### src/rtl/line_event_pkg.sv
// ---------------------------------------------------------------------------
// line_event_pkg
// Shared sizing for the one-hot event line encoder and the decoder-side
// benches that drive it.
//   NUM_LINES : number of one-hot event lines (decoder outputs po0..po15)
//   IDX_W     : width of an encoded line index
//   DROP_W    : width of the saturating drop counter
// ---------------------------------------------------------------------------
package line_event_pkg;

    localparam int NUM_LINES = 16;
    localparam int IDX_W     = 4;
    localparam int DROP_W    = 8;

    // Round-robin successor of an index; wraps naturally at NUM_LINES
    // because IDX_W bits cover exactly NUM_LINES values.
    function automatic logic [IDX_W-1:0] next_idx(input logic [IDX_W-1:0] i);
        return i + IDX_W'(1);
    endfunction

endpackage

### src/rtl/rr_pick16.sv
// ---------------------------------------------------------------------------
// rr_pick16
// Purely combinational round-robin search over 16 request bits.
// The search begins at 'start' and walks upward, wrapping from 15 to 0;
// the first set bit met is reported.
// Ports:
//   req   [15:0] in  : request bits to search
//   start [3:0]  in  : first position examined
//   found        out : at least one request bit is set
//   idx   [3:0]  out : index of the chosen request (start when none found)
// ---------------------------------------------------------------------------
module rr_pick16
    import line_event_pkg::*;
(
    input  logic [15:0] req,
    input  logic [3:0]  start,
    output logic        found,
    output logic [3:0]  idx
);

    logic [3:0] pos;

    always_comb begin
        found = 1'b0;
        idx   = start;
        pos   = start;
        // Walk offsets 0..15 from start; 4-bit addition supplies the wrap.
        for (int k = 0; k < 16; k++) begin
            pos = start + 4'(k);
            if (!found && req[pos]) begin
                found = 1'b1;
                idx   = pos;
            end
        end
    end

endmodule

### src/rtl/line_event_encoder.sv
// ---------------------------------------------------------------------------
// line_event_encoder
// Collects strobes from the 16 one-hot decoder outputs into a sticky pending
// register and hands them out one index at a time through a valid/ready
// output register, choosing among pending lines round-robin. Events that
// arrive on a line which already has an unserved event are counted as drops.
// Ports:
//   clk        in        : clock, all state on the rising edge
//   rst_n      in        : asynchronous active-low reset
//   line_in    in  [15:0]: level-sampled event strobes, one per line
//   idx_out    out [3:0] : index of the granted line
//   idx_valid  out       : idx_out holds an event
//   idx_ready  in        : consumer takes idx_out this cycle
//   pending    out [15:0]: sticky per-line event register (visibility)
//   drop_cnt   out [7:0] : saturating count of cycles with any drop
// ---------------------------------------------------------------------------
module line_event_encoder
    import line_event_pkg::*;
#(
    // rr_pick16 is a fixed 16-wide search, so NUM_LINES stays at 16.
    parameter int NUM_LINES = line_event_pkg::NUM_LINES,
    parameter int DROP_W    = line_event_pkg::DROP_W
) (
    input  logic                 clk,
    input  logic                 rst_n,
    input  logic [NUM_LINES-1:0] line_in,
    output logic [IDX_W-1:0]     idx_out,
    output logic                 idx_valid,
    input  logic                 idx_ready,
    output logic [NUM_LINES-1:0] pending,
    output logic [DROP_W-1:0]    drop_cnt
);

    // Saturating increment: holds at all-ones instead of wrapping.
    function automatic logic [DROP_W-1:0] sat_inc(input logic [DROP_W-1:0] v);
        return (&v) ? v : v + DROP_W'(1);
    endfunction

    logic [IDX_W-1:0]     last_idx;
    logic [IDX_W-1:0]     search_start;
    logic                 pick_found;
    logic [IDX_W-1:0]     pick_idx;
    logic                 out_free;
    logic                 grant;
    logic [NUM_LINES-1:0] grant_mask;
    logic [NUM_LINES-1:0] pending_next;
    logic                 drop_any;

    // ---- stage: search over registered pending (never raw line_in) ----
    assign search_start = next_idx(last_idx);

    rr_pick16 u_pick (
        .req   (pending),
        .start (search_start),
        .found (pick_found),
        .idx   (pick_idx)
    );

    // The output register may be reloaded when empty or being consumed.
    assign out_free = !idx_valid || idx_ready;
    assign grant    = out_free && pick_found;

    always_comb begin
        grant_mask = '0;
        if (grant) begin
            grant_mask[pick_idx] = 1'b1;
        end
    end

    // A new strobe on a granted line re-arms it as a fresh event; only a
    // strobe on a line whose earlier event is still waiting is lost.
    assign pending_next = (pending & ~grant_mask) | line_in;
    assign drop_any     = |(line_in & pending & ~grant_mask);

    // ---- stage: state registers ----
    always_ff @(posedge clk or negedge rst_n) begin
        if (!rst_n) begin
            pending   <= '0;
            idx_out   <= '0;
            idx_valid <= 1'b0;
            drop_cnt  <= '0;
            // All ones so the first search after reset starts at line 0.
            last_idx  <= '1;
        end else begin
            pending <= pending_next;
            if (grant) begin
                idx_out   <= pick_idx;
                idx_valid <= 1'b1;
                last_idx  <= pick_idx;
            end else if (out_free) begin
                // Nothing to hand out: drop valid, keep last index visible.
                idx_valid <= 1'b0;
            end
            if (drop_any) begin
                drop_cnt <= sat_inc(drop_cnt);
            end
        end
    end

endmodule

### config.mk
export PLATFORM = sky130hd
export DESIGN_NAME = line_event_encoder
export DESIGN_NICKNAME = d
export VERILOG_FILES = /design/src/rtl/line_event_pkg.sv /design/src/rtl/rr_pick16.sv /design/src/rtl/line_event_encoder.sv
export SDC_FILE = /design/constraint.sdc
export NUM_CORES = 1
export LEC_CHECK = 0
export BUFFER_PORTS_ARGS = -buffer_cell sky130_fd_sc_hd__buf_2
export CAP_MARGIN = 10
export CORE_AREA = 8 8 118 93
export CTS_CLUSTER_DIAMETER = 30
export DETAILED_ROUTE_END_ITERATION = 8
export DIE_AREA = 0 0 126 101
export PLACE_DENSITY = 0.58
export SYNTH_ARGS = -nofsm -noshare
export SYNTH_HDL_FRONTEND = slang
export SYNTH_SLANG_ARGS = --single-unit
### constraint.sdc
create_clock -name clk -period 6.44 [get_ports clk]
set_input_delay 1.288 -clock clk [delete_from_list [all_inputs] [get_ports clk]]
set_output_delay 1.288 -clock clk [all_outputs]
set_load 0.005 [all_outputs]
Word-level counts from Yosys, hierarchy flattened
Cells that the tools add are included.
{ "word_totals": {"register_bits": 33, "inputBits": 19} }
{ "op_classes": {"n_addsub": 17, "n_lt_le_gt_ge": 18, "mux": 68, "bitwise": 6, "reduce_logical": 38} }
{ "ops": {"columns": ["op", "count"], "rows": [
  ["$lt 4x5->1 const B", 17],
  ["$bmux 1 s4", 16],
  ["$mux 4", 15],
  ["$and 16x16->16", 3],
  ["$mux 1", 35],
  ["$add 4x4->4 const B", 8],
  ["$logic_and 1x1->1", 17],
  ["$add 4x3->4 const B", 4],
  ["$logic_not 1->1", 16],
  ["$mux 16", 1],
  ["$not 16->16", 1],
  ["$or 16x16->16", 1],
  ["$reduce_or 16->1", 1],
  ["$add 4x1->4 const B", 2],
  ["$add 4x2->4 const B", 2],
  ["$add 8x1->8 const B", 1],
  ["$reduce_and 8->1", 1],
  ["$demux 1 s4", 1],
  ["$ge 4x1->1 const B", 1],
  ["$reduce_and 2->1", 1],
  ["$reduce_bool 2->1", 1],
  ["$logic_or 1x1->1", 1],
  ["$not 1->1", 1]
]} }

Logic depth before layout (Yosys ltp)
Gate-level depths: netlist of the first run.
{ "depth": {"depth_word": 58, "ltp_mapped": 23} }

Cells and area by module
Synthesis of the first run repeated with hierarchy kept, for this count alone.
{ "unflattened": {"cells_unflattened": 428, "hier_area_um2": 4051.4} }
{ "by_module_without_submodules": {"columns": ["module", "instances", "cells_each", "area_each_um2", "seq_area_each_um2"], "rows": [
  ["rr_pick16", 1, 254, 2331.0, 0.0],
  ["line_event_encoder", 1, 174, 1720.4, 830.8]
]} }

Least setup slack after synthesis of the first run
Ideal clock, no wire load.
{ "synth_path": {"kind": "register to register", "start": "register last_idx[0]", "end": "register drop_cnt[6]", "setup_ps": 127, "t_arrival_ps": 5663, "setup_slack_ps": 650, "stages_incl_launch_ff": 21, "n_path_buf": 4, "synth_period_minus_slack_ps": 5790, "cell_sequence": "dfstp_2 > buf_2 > inv_2 > ha_1 > buf_2 > buf_2 > buf_2 > a21oi_1 > xnor2_1 > mux2_2 > nor4_2 > nand3_4 > or4_4 > or2_1 > nand4_2 > nor3b_4 > a21oi_1 > nor4_1 > nand4_2 > nand4_1 > mux2_1"} }
{ "synth_via": {"elab_chain_len": 58, "word_cells_on_any_way": 120, "classes_between": "16 x add/sub; 2 x order compare; 66 x mux; 2 x bitwise; 34 x reduce/logical"} }
{ "synth_rtl": {"columns": ["element", "line_no", "rtl"], "rows": [
  ["start: declaration", "line_event_encoder.sv:39", "logic [IDX_W-1:0] last_idx;"],
  ["start signal: assignment", "line_event_encoder.sv:89", "last_idx <= pick_idx;"],
  ["$add 4x1->4 *", "line_event_pkg.sv:18", "return i + IDX_W'(1);"],
  ["branches (longest 52 deep; another with $add 4x1->4)", null, null],
  ["$mux 16 *", "line_event_encoder.sv:65", "if (grant) begin"],
  ["$not 16->16 *", "line_event_encoder.sv:73", "assign drop_any = |(line_in & pending & ~grant_mask);"],
  ["$and 16x16->16 *", "line_event_encoder.sv:73", null],
  ["$reduce_or 16->1 *", "line_event_encoder.sv:73", null],
  ["$reduce_and 2->1 (no line) *", null, null],
  ["end signal: assignment", "line_event_encoder.sv:95", "drop_cnt <= sat_inc(drop_cnt);"],
  ["end: declaration", "line_event_encoder.sv:31", "output logic [DROP_W-1:0] drop_cnt"]
]} }
Every way passes the cells marked *. The select of a mux whose other input is x is not followed.
A chain may end at the register's enable or synchronous reset.

Worst setup path after layout of the first run
Ends and elaborated chain as after synthesis.

==> flow_metrics.tcl, run 1 <==
set metrics [dict create \
    synth_sequential_area_ratio 0.2259 \
    setup_violations 0 \
    syn-num-nets 448 \
    ios 48 \
    drv.max_cap_violation_count 0 \
    antenna_found_initial 0 \
    drt-pass1-iter-count 5 \
    hold_depth 2 \
    critPathMaxFanout 14 \
    hold_ws_ps 474.9 \
    finalWirelength_um 11630 \
    yosys_warnings 0 \
    cell_chain_critical_path "inv_2 -> ha_1 -> buf_4 -> nor4b_1 -> a311oi_2 -> xnor2_2 -> mux4_2 -> nor3_4 -> nand2_1 -> nor3_1 -> o21ai_0 -> o311a_1 -> nor3_4 -> a21oi_1 -> nor4_1 -> nand4_2 -> nand4_1 -> mux2_1" \
    cts_max_path_buffers 2 \
    clkLatencyLatePin_ps 280 \
    worst_setup_path_startpoint "last_idx[0]" \
    postSynth.asyncResetShare 1.000 \
    net_count_reported_at_finish 504 \
    post_cts_hold_buffer_count 0 \
    yosys_register_bits 33 \
    timing.final.crit_share 0.9444 \
    slowest_stage "dfstp_2" \
    number_of_instances_in_the_synthesized_netlist 426 \
    postLayoutCoreUtil 0.4683 \
    nFillCells 932 \
    grt_util_all_layers 0.1807 \
    timing.setup.critical_path_class "reg2reg" \
    remaining_global_route_overflow 0 \
    crit_family "simple AND/OR/NAND/NOR gates" \
    drt-initial-drc-count 270 \
    worst_setup_hold_path_clk_slew_ps 50 \
    skew_ps 6.633 \
    nature_of_the_critical_path_endpoint "register" \
    postSynth.topFlopCell "dfrtp_1" \
    worst_r2r_path_depth 18 \
    route.detailed.vias_per_inst 6.032 \
    register_cell_area_after_layout_um2 830.8 \
    final-hold-violation-count 0 \
    chipHeight_um 101 \
    required_ps 6600 \
    drt.antenna.violating_nets 0 \
    max_freq_mhz 164.4 \
    timing.critical_path.to "drop_cnt[6]" \
    place_ws_ps 224.4 \
    r2r_setup_slack_ps 360 \
    drive_above_1_share 0.2816 \
    crit-reg2reg-capture "drop_cnt[6]" \
    critical_path.max_stage_delay_ps 680 \
    synth.cell_area_mm2 0.003679 \
    worst_path_buffer_plus_inverter_count 2 \
    critical_path_cell_count 18 \
    routabilityCongestion 0.8928 \
    tritoncts.num_buffers 5 \
    antenna_cells_inserted 0 \
    hold_path.class "reg2reg" \
    total_number_of_vias 3607 \
    final_period_minus_worst_setup_slack_ps 6082 \
    totalNegativeSetupSlack_ps 0 \
    worstPathArrival_ps 6240 \
    report.final.slew_viol_count 0 \
    tritoncts_clock_tree "yes" \
    syn_area_per_cell_um2 8.635 \
    floorplan.initialDensity 0.3985 \
    hpwlAfterDp_um 9132 \
    portBuffers 47 \
    timing.max_slew.rel_slack 0.4316 \
    grt_pass1_vias 3414 \
    cts.sink_count 33 \
    num_rows 31 \
    wl_per_cell_um 19.45 \
    grt_pass1_wl_um 18510 \
    drt_drc_violations_left 0 \
    die_w_um 126 \
    design.core.area_mm2 0.009231 \
    status "completed" \
    h-tree-depth 2 \
    grt_setup_unrepaired "false" \
    worst_r2r_startpoint "last_idx[0]" \
    cts_root_buffer "clkbuf_16" \
    worstMarginPinSlew_ps 846.5 \
    critPathMostFrequentCell "nor3_4" \
    ys_types 69 \
    grt_start_max_net_pins 34 \
    number_of_enable_type_register_cells_in_the_synthesized_netlist 0 \
    critPathLaunchType "register" \
    dieArea_mm2 0.01273 \
    area_delta_synth_final_pct 17.52 \
    multi_input_area_mm2 0.002764 \
    fin_ws_ps 357.8 \
]
-- synth_stat cells, types with 12 or more instances --
master	n	area share
nand2_1	71	0.072
a21oi_1	39	0.053
dfrtp_1	29	0.20
mux2i_1	23	0.063
o21ai_0	19	0.026
mux2_2	18	0.055
mux4_2	18	0.11
a21o_1	17	0.035
nor2_1	16	0.016
xnor2_1	16	0.038
nor3_1	12	0.016
-- placed cells by master (no fill, tap or decap), drive strengths merged, types with 9 or more instances in the layout --
cell type / instances
a21o: 17
mux2: 20
mux4: 18
buf: 66
nand2: 71
nor2: 17
inv: 9
nor3: 16
a21oi: 39
nand3: 10
nand2b: 10
dfrtp: 29
xnor2: 17
o21ai: 20
mux2i: 23
-- how the worst min path moves through the flow --
stage | startpoint | endpoint
5_1_grt | idx_out[3] | idx_out[3]
2_1_floorplan | idx_out[3] | idx_out[3]
3_3_place_gp | idx_out[3] | idx_out[3]
3_5_place_dp | idx_out[3] | idx_out[3]
4_1_cts | idx_out[3] | idx_out[3]
6_report | idx_out[3] | idx_out[3]
-- timing repair --
item / in CTS / in global routing
resized for setup: 0 / 5
endpoints found under the setup margin: 0 / 8
setup buffers: 0 / 4
endpoints found under the hold margin: 0 / 0
-- cell type report --
| class | count | share of cell area |
|---|---|---|
| clock buffer | 7 | 0.03300 |
| clock inverter | 1 | 0.006946 |
| inverter | 9 | 0.007815 |
| multi-input combinational | 367 | 0.6394 |
| sequential | 33 | 0.1922 |
| tap | 115 | 0.03329 |
| timing repair buffer | 66 | 0.08741 |
-- routing by layer --
layer	GRT usage	up-vias	wire length (um)
met4	0.05161	0	195
met5	0	-	0
li1	-	1720	-
met2	0.2798	136	5092
met1	0.2552	1732	5522
met3	0.02590	19	823
-- kinds of logic (layout without fill, tap and decap cells) --
family | Yosys count | count (layout) | synth area share
fa+ha+maj | 3 | 3 | 0.01021
flops | 33 | 33 | 0.2259
buf+inv | 26 | 83 | 0.03197
mux | 61 | 61 | 0.2340
xor+xnor | 22 | 22 | 0.05442
compound gates | 118 | 118 | 0.2088
simple gates | 163 | 163 | 0.2347
-- worst register-to-register path, cell delays in order, from the launching register on --
cell and delay [ps]:
dfstp_2 680, inv_2 170, ha_1 360, buf_4 210, nor4b_1 390, a311oi_2 90, xnor2_2 310, mux4_2 670
nor3_4 330, nand2_1 240, nor3_1 410, o21ai_0 170, o311a_1 260, nor3_4 380, a21oi_1 110, nor4_1 430
nand4_2 260, nand4_1 180, mux2_1 330
-- registers in the layout, indices dropped and copies added (netlist names) --
signal,flops
pending,16
drop_cnt,8
idx_out,4
last_idx,4
idx_valid,1
-- metrics by stage --
stage	cell area (um^2)	std cells
final	4323	598
after global routing	4323	598
after CTS	4264	594
after detailed placement	4091	586
after global placement	4091	586
after floorplan	3679	426
Power of run 1 is not shown: default switching activity piles up to over one toggle a cycle in this logic, so the estimate is an artifact.
==> run 2: changes to the inputs <==
--- a/config.mk
+++ b/config.mk
@@ -7,10 +7,10 @@
 export LEC_CHECK = 0
 export BUFFER_PORTS_ARGS = -buffer_cell sky130_fd_sc_hd__buf_2
 export CAP_MARGIN = 10
-export CORE_AREA = 8 8 118 93
+export CORE_AREA = 8 8 142 78
 export CTS_CLUSTER_DIAMETER = 30
 export DETAILED_ROUTE_END_ITERATION = 8
-export DIE_AREA = 0 0 126 101
+export DIE_AREA = 0 0 150 86
 export PLACE_DENSITY = 0.58
 export SYNTH_ARGS = -nofsm -noshare
 export SYNTH_HDL_FRONTEND = slang
==> flow_metrics.tcl, run 2 (synthesis results as in run 1) <==
set metrics [dict create \
    finalWirelength_um 13230 \
    postCtsSetupBuffers 0 \
    tritoncts.num_buffers 5 \
    totalNegativeSetupSlack_ps 0 \
    required_ps 6600 \
    ios 48 \
    worstPathArrival_ps 6220 \
    hold_path.class "reg2reg" \
    routabilityCongestion 0.9597 \
    max_freq_mhz 165.1 \
    drt.antenna.violating_nets 0 \
    cts_root_buffer "clkbuf_16" \
    dieArea_mm2 0.01290 \
    final-hold-violation-count 0 \
    antenna_found_initial 0 \
    timing.max_slew.rel_slack 0.4969 \
    final-instance-count-excl-fill 611 \
    grt_pass1_wl_um 20560 \
    timing.final.crit_share 0.9405 \
    skew_ps 8.669 \
    timing.setup.critical_path_class "reg2reg" \
    status "completed" \
    cts_max_path_buffers 2 \
    net_count_reported_at_finish 511 \
    num_rows 25 \
    place_ws_ps 476.4 \
    drive_above_1_share 0.2939 \
    design.core.area_mm2 0.009071 \
    tritoncts_clock_tree "yes" \
    total_number_of_vias 3803 \
    area_delta_synth_final_pct 18.37 \
    drt-initial-drc-count 562 \
    grt_setup_unrepaired "false" \
    cts.sink_count 33 \
    dp_cells 603 \
    report.final.slew_viol_count 0 \
    route.detailed.vias_per_inst 6.224 \
    floorplan.initialDensity 0.4055 \
    clkLatencyLatePin_ps 280 \
    drv.max_cap_violation_count 0 \
    largest_register "pending" \
    worst_setup_hold_path_clk_slew_ps 50 \
    hpwlAfterDp_um 10680 \
    final_common_cell "nand2_1" \
    h-tree-depth 2 \
    top_regs "pending (16), drop_cnt (8)" \
    drt-pass1-iter-count 5 \
    critPathMaxFanout 24 \
    critPathLaunchType "register" \
    wl_per_cell_um 21.65 \
    remaining_global_route_overflow 0 \
    setup_violations 0 \
    worstMarginPinSlew_ps 746.7 \
    drt_drc_violations_left 0 \
    largest_register_ffs 16 \
    chipHeight_um 86 \
    die_w_um 150 \
    grt_start_max_net_pins 34 \
    nature_of_the_critical_path_endpoint "register" \
    grt_util_all_layers 0.2063 \
    ctsResizeCount 0 \
    grt_pass1_vias 3368 \
    antenna_cells_inserted 0 \
    final_period_minus_worst_setup_slack_ps 6057 \
    fin_ws_ps 383.4 \
    portBuffers 47 \
    final_cell_mix "nand2_1, buf_2, a21oi_1" \
    post_cts_hold_buffer_count 0 \
]
-- run 2: final cells by class --
class	count	area, um^2
fill	895	4717
multi-input combinational	367	2743
sequential	33	830.8
timing repair buffer	73	442.9
tap	121	151.4
clock buffer	6	138.9
inverter	9	33.78
clock inverter	2	13.76
-- run 2: layer usage --
metal	vias up	GRT usage	share of wire
met4	0	0.02252	0.0029
li1	1732	-	-
met3	4	0.07511	0.15
met1	1831	0.3335	0.50
met5	-	0	0
met2	236	0.2447	0.35
-- run 2: through the flow --
stage	instance area [um^2]	hold slack [ps]	util
after floorplan	3679	470.1	-
final	4354	480.0	0.4800
after CTS	4354	489.1	0.4800
after global routing	4354	499.6	0.4800
after global placement	4202	464.8	0.4632
after detailed placement	4202	472.2	0.4632
-- run 2: path summary, 6_finish.rpt --
path | end | slack (ps) | from | cells after the start
setup / recovery | drop_cnt[1] | 380 | last_idx[0] | 18
hold / removal | idx_out[3] | 480 | idx_out[3] | 2
setup reg to reg | drop_cnt[1] | 380 | last_idx[0] | 18
hold reg to reg | idx_out[3] | 480 | idx_out[3] | 2
max in group asynchronous | pending[10] | 4900 | rst_n | 1
min in group asynchronous | drop_cnt[5] | 1060 | rst_n | 1
-- run 2: critical path, cell delays in order (launching register included) --
cell and delay [ps]:
dfstp_2 680, inv_2 60, ha_1 420, buf_12 220, mux2_2 380, nor2_1 90, a21oi_1 120, mux4_2 630
nor4_2 500, nand3_4 180, or4_4 520, or2_1 230, nand4_2 180, nor3b_4 410, a21oi_1 120, nor4_1 340
nand4_2 310, nand2_1 210, mux2_1 330
Power of run 2 is left out for the same reason.
